<file path="config.mk">
export PLATFORM = sky130hd
export DESIGN_NAME = mdu_iter
export DESIGN_NICKNAME = d
export VERILOG_FILES = /design/src/rtl/mdu_iter_pkg.sv /design/src/rtl/mdu_div_step.sv /design/src/rtl/mdu_iter.sv
export SDC_FILE = /design/constraint.sdc
export NUM_CORES = 1
export LEC_CHECK = 0
export CAP_MARGIN = 25
export CORE_MARGIN = 3
export CORE_UTILIZATION = 45
export DETAILED_ROUTE_END_ITERATION = 10
export PLACE_DENSITY = 0.72
export SLEW_MARGIN = 25
export SYNTH_ARGS = -nofsm -noshare
export SYNTH_HDL_FRONTEND = slang
export SYNTH_SLANG_ARGS = --single-unit
export TNS_END_PERCENT = 1
</file>
<file path="constraint.sdc">
create_clock -name clk -period 6.9 [get_ports clk]
set_input_delay 1.38 -clock clk [delete_from_list [all_inputs] [get_ports clk]]
set_output_delay 1.38 -clock clk [all_outputs]
set_load 0.01 [all_outputs]
</file>
<file path="src/rtl/mdu_iter_pkg.sv">
// mdu_iter_pkg: shared definitions for the iterative RV32M multiply/divide unit.
// Holds the datapath width, the funct3 operation codes, the FSM state encoding
// and small helpers for operand signedness and magnitude conversion.
package mdu_iter_pkg;

  localparam int MDU_W = 32;

  // RV32M funct3 codes
  localparam logic [2:0] MDU_MUL    = 3'b000;
  localparam logic [2:0] MDU_MULH   = 3'b001;
  localparam logic [2:0] MDU_MULHSU = 3'b010;
  localparam logic [2:0] MDU_MULHU  = 3'b011;
  localparam logic [2:0] MDU_DIV    = 3'b100;
  localparam logic [2:0] MDU_DIVU   = 3'b101;
  localparam logic [2:0] MDU_REM    = 3'b110;
  localparam logic [2:0] MDU_REMU   = 3'b111;

  typedef enum logic [1:0] {
    MDU_IDLE = 2'd0,
    MDU_CALC = 2'd1,
    MDU_FIX  = 2'd2,
    MDU_DONE = 2'd3
  } mdu_state_t;

  // Operand A is treated as signed for MUL, MULH, MULHSU, DIV and REM.
  function automatic logic a_is_signed(input logic [2:0] op);
    logic res;
    case (op)
      MDU_MUL, MDU_MULH, MDU_MULHSU, MDU_DIV, MDU_REM: res = 1'b1;
      default:                                         res = 1'b0;
    endcase
    return res;
  endfunction

  // Operand B is treated as signed for MUL, MULH, DIV and REM.
  function automatic logic b_is_signed(input logic [2:0] op);
    logic res;
    case (op)
      MDU_MUL, MDU_MULH, MDU_DIV, MDU_REM: res = 1'b1;
      default:                             res = 1'b0;
    endcase
    return res;
  endfunction

  // Two's-complement magnitude of a value already known to be negative or not.
  function automatic logic [MDU_W-1:0] mag32(input logic [MDU_W-1:0] v, input logic neg);
    return neg ? (32'd0 - v) : v;
  endfunction

endpackage

</file>
<file path="src/rtl/mdu_div_step.sv">
// mdu_div_step: one combinational restoring-division step.
// Ports:
//   rem          in  32  partial remainder before this step
//   dividend_bit in  1   next dividend bit shifted into the remainder
//   divisor      in  32  divisor magnitude
//   rem_next     out 32  partial remainder after this step
//   q_bit        out 1   quotient bit produced by this step
module mdu_div_step
  import mdu_iter_pkg::*;
(
  input  logic [MDU_W-1:0] rem,
  input  logic             dividend_bit,
  input  logic [MDU_W-1:0] divisor,
  output logic [MDU_W-1:0] rem_next,
  output logic             q_bit
);

  logic [MDU_W:0]   shifted_s;
  logic [MDU_W-1:0] diff_s;

  assign shifted_s = {rem, dividend_bit};
  // 33-bit trial subtract: the compare is the borrow-out, the low bits are the
  // difference, which always fits in 32 bits when the subtract succeeds.
  assign q_bit    = (shifted_s >= {1'b0, divisor});
  assign diff_s   = shifted_s[MDU_W-1:0] - divisor;
  assign rem_next = q_bit ? diff_s : shifted_s[MDU_W-1:0];

endmodule

</file>
<file path="src/rtl/mdu_iter.sv">
// mdu_iter: iterative RV32M multiply/divide unit with start/busy/done handshake.
// Multiply is radix-2 shift-add over a 64-bit accumulator; divide is restoring
// division. Both run 32 CALC steps, then a FIX cycle applies sign correction.
// Division by zero and signed overflow bypass CALC/FIX and finish in one cycle.
// Ports:
//   clk    in  1     clock, rising edge
//   rst_n  in  1     asynchronous active-low reset
//   start  in  1     request, sampled only in IDLE or DONE
//   flush  in  1     synchronous abort, highest priority
//   op     in  3     RV32M funct3
//   opA    in  XLEN  operand A (rD1)
//   opB    in  XLEN  operand B (ALU_B path)
//   busy   out 1     operation in flight
//   done   out 1     one-cycle completion pulse
//   result out XLEN  registered result, held until the next done
module mdu_iter
  import mdu_iter_pkg::*;
#(
  parameter int XLEN = 32
) (
  input  logic            clk,
  input  logic            rst_n,
  input  logic            start,
  input  logic            flush,
  input  logic [2:0]      op,
  input  logic [XLEN-1:0] opA,
  input  logic [XLEN-1:0] opB,
  output logic            busy,
  output logic            done,
  output logic [XLEN-1:0] result
);

  mdu_state_t  state_r, state_nxt_s;
  logic [2:0]  op_r;
  logic        a_neg_r, b_neg_r;
  logic [31:0] b_mag_r;
  logic [63:0] acc_r;
  logic [4:0]  cnt_r;
  logic [31:0] result_r;
  logic        busy_r, done_r, busy_nxt_s, done_nxt_s;

  logic        ready_s, accept_s, a_neg_s, b_neg_s, fast_s;
  logic [31:0] a_mag_s, b_mag_s, fast_res_s, fix_res_s;
  logic [32:0] mul_sum_s;
  logic [63:0] acc_step_s, prod_s;
  logic [31:0] div_rem_s, quo_s, rem_s;
  logic        div_q_s;

  assign ready_s  = (state_r == MDU_IDLE) || (state_r == MDU_DONE);
  assign accept_s = ready_s && start && !flush;
  assign a_neg_s  = a_is_signed(op) & opA[31];
  assign b_neg_s  = b_is_signed(op) & opB[31];
  assign a_mag_s  = mag32(opA, a_neg_s);
  assign b_mag_s  = mag32(opB, b_neg_s);

  // Fast-path detection on the raw request operands
  always_comb begin
    fast_s     = 1'b0;
    fast_res_s = 32'd0;
    if (op[2] && (opB == 32'd0)) begin
      fast_s     = 1'b1;
      fast_res_s = op[1] ? opA : 32'hFFFF_FFFF;
    end else if (op[2] && !op[0] && (opA == 32'h8000_0000) && (opB == 32'hFFFF_FFFF)) begin
      fast_s     = 1'b1;
      fast_res_s = op[1] ? 32'd0 : 32'h8000_0000;
    end else begin
      fast_s     = 1'b0;
      fast_res_s = 32'd0;
    end
  end

  // Divide accumulator layout: acc_r[63:32] remainder, acc_r[31:0] dividend
  // bits shifting out at the top while quotient bits shift in at the bottom.
  mdu_div_step u_div_step (
    .rem          (acc_r[63:32]),
    .dividend_bit (acc_r[31]),
    .divisor      (b_mag_r),
    .rem_next     (div_rem_s),
    .q_bit        (div_q_s)
  );

  // Multiply accumulator: add multiplicand to the high half when the
  // multiplier LSB is set, then shift the whole 65-bit sum right by one.
  assign mul_sum_s  = {1'b0, acc_r[63:32]} + (acc_r[0] ? {1'b0, b_mag_r} : 33'd0);
  assign acc_step_s = op_r[2] ? {div_rem_s, acc_r[30:0], div_q_s}
                              : {mul_sum_s, acc_r[31:1]};

  // Sign correction and result select for the FIX cycle
  always_comb begin
    prod_s    = (a_neg_r ^ b_neg_r) ? (64'd0 - acc_r) : acc_r;
    quo_s     = (a_neg_r ^ b_neg_r) ? (32'd0 - acc_r[31:0]) : acc_r[31:0];
    rem_s     = a_neg_r ? (32'd0 - acc_r[63:32]) : acc_r[63:32];
    fix_res_s = 32'd0;
    case (op_r)
      MDU_MUL:                          fix_res_s = prod_s[31:0];
      MDU_MULH, MDU_MULHSU, MDU_MULHU:  fix_res_s = prod_s[63:32];
      MDU_DIV, MDU_DIVU:                fix_res_s = quo_s;
      MDU_REM, MDU_REMU:                fix_res_s = rem_s;
      default:                          fix_res_s = 32'd0;
    endcase
  end

  // Next-state logic; flush overrides every transition
  always_comb begin
    state_nxt_s = MDU_IDLE;
    if (flush) begin
      state_nxt_s = MDU_IDLE;
    end else begin
      case (state_r)
        MDU_IDLE: state_nxt_s = start ? (fast_s ? MDU_DONE : MDU_CALC) : MDU_IDLE;
        MDU_CALC: state_nxt_s = (cnt_r == 5'd31) ? MDU_FIX : MDU_CALC;
        MDU_FIX:  state_nxt_s = MDU_DONE;
        MDU_DONE: state_nxt_s = start ? (fast_s ? MDU_DONE : MDU_CALC) : MDU_IDLE;
        default:  state_nxt_s = MDU_IDLE;
      endcase
    end
  end

  // Output decode from the next state so busy/done come straight from flops
  always_comb begin
    busy_nxt_s = (state_nxt_s == MDU_CALC) || (state_nxt_s == MDU_FIX);
    done_nxt_s = (state_nxt_s == MDU_DONE);
  end

  // State and handshake output registers
  always_ff @(posedge clk or negedge rst_n) begin
    if (!rst_n) begin
      state_r <= MDU_IDLE;
      busy_r  <= 1'b0;
      done_r  <= 1'b0;
    end else begin
      state_r <= state_nxt_s;
      busy_r  <= busy_nxt_s;
      done_r  <= done_nxt_s;
    end
  end

  // Operand capture and CALC iteration
  always_ff @(posedge clk or negedge rst_n) begin
    if (!rst_n) begin
      op_r    <= 3'd0;
      a_neg_r <= 1'b0;
      b_neg_r <= 1'b0;
      b_mag_r <= 32'd0;
      acc_r   <= 64'd0;
      cnt_r   <= 5'd0;
    end else if (accept_s) begin
      op_r    <= op;
      a_neg_r <= a_neg_s;
      b_neg_r <= b_neg_s;
      b_mag_r <= b_mag_s;
      acc_r   <= {32'd0, a_mag_s};
      cnt_r   <= 5'd0;
    end else if ((state_r == MDU_CALC) && !flush) begin
      acc_r   <= acc_step_s;
      cnt_r   <= cnt_r + 5'd1;
    end
  end

  // Result register: written by the fast path at accept or by FIX
  always_ff @(posedge clk or negedge rst_n) begin
    if (!rst_n) begin
      result_r <= 32'd0;
    end else if (accept_s && fast_s) begin
      result_r <= fast_res_s;
    end else if ((state_r == MDU_FIX) && !flush) begin
      result_r <= fix_res_s;
    end
  end

  assign busy   = busy_r;
  assign done   = done_r;
  assign result = result_r;

endmodule

</file>
==> results.json <==
{
  "r2r_start": "acc_r[34]$_DFFE_PN0P_",
  "drv_slew": 0,
  "power_switching_mw": 1.771,
  "rsz0062_at_grt": "no",
  "synthArstFlopShare_pct": 100.0,
  "htreeDepth": 4,
  "dieWidth_um": 183.0,
  "cts_setup_buffers": 0,
  "critical_path_cell_count": 12,
  "yosys_register_bits": 142,
  "ios": 105,
  "drc": 0,
  "syn_to_final_growth_pct": 13.39,
  "path_buf_inv": 3,
  "worstSetupPathType": "input port to flip-flop",
  "fin_nets": 2071,
  "grt_start_max_net_pins": 66,
  "row_count": 64,
  "ant_nets": 0,
  "p_int_mw": 2.171,
  "p_leak_nw": 6.764,
  "min_from": "b_mag_r[20]$_DFFE_PN0P_",
  "combPwrFrac_pct": 47.1,
  "grt.overflow.total": 0,
  "synth_area_um2": 14090,
  "io_buffers": 104,
  "die-area_um2": 33480,
  "p_sw_share_pct": 44.93,
  "hp-class": "flip-flop to flip-flop",
  "startpoint": "opB[2]",
  "root_buffer": "clkbuf_16",
  "nFillCells": 3004,
  "cts_tree": "yes",
  "synth-edff-count": 0,
  "worstMarginPinSlew_ps": 1037,
  "p_clk_share_pct": 23.8,
  "min_path_cells": 2,
  "worstPathCellList": "clkdlybuf4s50_1 > nor4_1 > nand2_1 > nor4_2 > nand3_1 > nor4_4 > buf_4 > nor2_1 > buf_4 > nand2_1 > o21ai_0 > a31oi_1",
  "cts_resized": 0,
  "grt_usage_pct": 29.10,
  "gp_congestion": 0.9902,
  "r2r_cells": 11,
  "r2r-end": "acc_r[0]$_DFFE_PN0P_",
  "crit_fanout": 33,
  "finalCritPeriodShare_pct": 72.77,
  "hold_slack_ps": 480.9,
  "cp.required_ps": 7280,
  "synth_flop_cell": "dfrtp_1",
  "cp.arrival_ps": 5400,
  "crit_family": "simple AND/OR/NAND/NOR gates",
  "drive_gt1_share_pct": 4.341,
  "drtPass1Iterations": 6,
  "cts.sinks": 142,
  "power.density_nw_per_um2": 246.7,
  "grt_pass1_wl_um": 77540,
  "wl_per_cell_um": 21.37,
  "dp_hpwl_um": 37280,
  "grt_pass1_vias": 13820,
  "yosysSeqAreaShare_pct": 25.21,
  "ys_types": 73,
  "drt_iter0_drc": 1794,
  "finalSetupViolations": 0,
  "vias": 14890,
  "max-vdd-ir-drop_uv": 208.3,
  "cp-start-kind": "input port",
  "core_area_um2": 30750,
  "clock_path_buffers": 2,
  "holdBufCountCts": 0,
  "synth.avg_cell_area_um2": 7.433,
  "finalSetupTns_ps": 0,
  "syn-num-nets": 2044,
  "synth_warnings": 0,
  "status": "finished, final reports clean",
  "hold_end": "b_mag_r[20]$_DFFE_PN0P_",
  "slowest_stage": "nand2_1",
  "clock_skew_ps": 12.69,
  "drv_cap": 0,
  "clk_pin_slew_worst_paths_ps": 70,
  "postRouteWirelength_um": 49830,
  "netlist_instances": 1896,
  "clk_latency_ps": 450,
  "crit_path_end_kind": "flip-flop",
  "post-route-min-period_ps": 5021,
  "cts_buffers": 17,
  "cpPeakStageDelay_ps": 600,
  "ff2ff_setup_slack_ps": 2360,
  "antenna_found_initial": 1,
  "clock.fmax_ghz": 0.1992,
  "relSlewSlack_pct": 30.70,
  "viasPerCell": 6.386,
  "die_h_um": 183.0,
  "seqPwrFrac_pct": 29.1,
  "start_util_pct": 45.83,
  "finalHoldViolCount": 0
}
==> flip-flops by register name, summed over array words and instances (netlist names) <==
| register | count |
|---|---|
| a_neg_r | 1 |
| acc_r | 64 |
| b_mag_r | 32 |
| b_neg_r | 1 |
| busy | 1 |
| cnt_r | 5 |
| done | 1 |
| op_r | 3 |
| result | 32 |
| state_r | 2 |
==> metal layers <==
metal | vias up | track usage [%] | share of wire [%] | wire, um
met1 | 7160 | 41.81 | 44 | 22010
met4 | 0 | 8.592 | 2.7 | 1358
met2 | 704 | 44.87 | 44 | 22040
li1 | 6939 | - | - | -
met5 | - | 0 | 0 | 0
met3 | 88 | 5.256 | 8.9 | 4422
==> Yosys cell counts (14+ instances only) <==
cell type,instances,share of area [%]
o21ai_0,218,7.7
nand2_1,201,5.4
nor2_1,186,5.0
a21oi_1,150,5.3
dfrtp_1,142,25
clkbuf_1,110,2.9
xor2_1,93,5.8
xnor2_1,87,5.4
ha_1,75,6.7
inv_1,68,1.8
nor3_1,52,1.8
nand3_1,46,1.6
o211ai_1,43,2.3
mux2i_1,36,2.6
a31oi_1,28,1.2
nor4_1,28,1.2
a21o_1,27,1.4
nand4_1,21,0.93
o31ai_1,21,1.1
a211oi_1,19,1.0
nand2b_1,16,0.71
a221o_1,14,0.99
o221ai_1,14,0.87
==> worst reg2reg max path: cells and delay by family (launching register included) <==
family                     cells  cell delay (ps)
AOI/OAI and AO/OA              7             2430
and+or+nand+nor                2              450
DFF                            1              660
buffers and inverters          1              480
adders and majority gates      1              390
==> cell families after synthesis <==
logic type                 after synthesis  synth area share, %
and+or+nand+nor                        634                21.02
muxes                                   36                2.557
AOI/OAI and AO/OA                      635                27.89
xor gates and xnor gates               180                11.19
DFF                                    142                25.21
buffers and inverters                  192                5.193
adders and majority gates               77                6.942
==> placed cells by master, fill, tap and decap left out, types with 8 or more instances in the layout <==
| cell type | n |
|---|---|
| nand2_1 | 201 |
| o22ai_1 | 10 |
| xor2_1 | 93 |
| mux2i_1 | 36 |
| a221oi_1 | 8 |
| nor2_1 | 185 |
| or3_1 | 11 |
| o21a_1 | 11 |
| a22oi_1 | 9 |
| o21ai_0 | 218 |
| xnor2_1 | 87 |
| buf_4 | 27 |
| nand3_1 | 46 |
| clkbuf_16 | 17 |
| nor2b_1 | 10 |
| ha_1 | 75 |
| o41ai_1 | 10 |
| nor3_1 | 52 |
| a211oi_1 | 19 |
| a21o_1 | 27 |
| and2_1 | 14 |
| clkdlybuf4s50_1 | 103 |
| nand4_1 | 21 |
| o221ai_1 | 14 |
| a221o_1 | 14 |
| nand2b_1 | 16 |
| a31oi_1 | 28 |
| o211ai_1 | 43 |
| o31ai_1 | 21 |
| a21oi_1 | 149 |
| nor4_1 | 28 |
| inv_1 | 68 |
| or4_1 | 9 |
| dfrtp_1 | 141 |
==> final cells by class <==
cell class              instances  area (um^2)  area share, %
clock buffers                  20        446.7          2.795
well taps                     396        495.5          3.101
repair buffers                131         1245          7.790
inverters                      69        259.0          1.621
clock inverters                11        118.9         0.7438
diodes                          1        2.502        0.01566
multi-input cells            1562         9858          61.69
flip-flops and latches        142         3555          22.24
==> power groups by stage <==
stage	logic, mW	registers [mW]	clock network [mW]
2_1_floorplan	1.36	1.04	0
3_3_place_gp	1.79	1.15	0
3_5_place_dp	1.80	1.15	0
4_1_cts	1.82	1.14	0.947
5_1_grt	2.03	1.16	0.980
6_report	1.86	1.15	0.937
==> stage by stage <==
step           utilization [%]  total power, mW  cells  setup slack [ps]  instance area [um^2]
2_1_floorplan                -            2.401   1896              2849                 14090
3_3_place_gp             50.12            2.939   2300              1587                 15410
3_5_place_dp             50.12            2.958   2300              1486                 15410
4_1_cts                  51.96            3.903   2331              1953                 15980
5_1_grt                  51.96            4.176   2331              1654                 15980
6_report                 51.97            3.942   2332              1879                 15980
==> worst max path at each step <==
stage                              to
3_3_place_gp   result[26]$_DFFE_PN0P_
4_1_cts        result[26]$_DFFE_PN0P_
6_report       result[26]$_DFFE_PN0P_
3_5_place_dp   result[26]$_DFFE_PN0P_
2_1_floorplan          busy$_DFF_PN0_
5_1_grt        result[26]$_DFFE_PN0P_
Power figures use the tool's default switching activity.
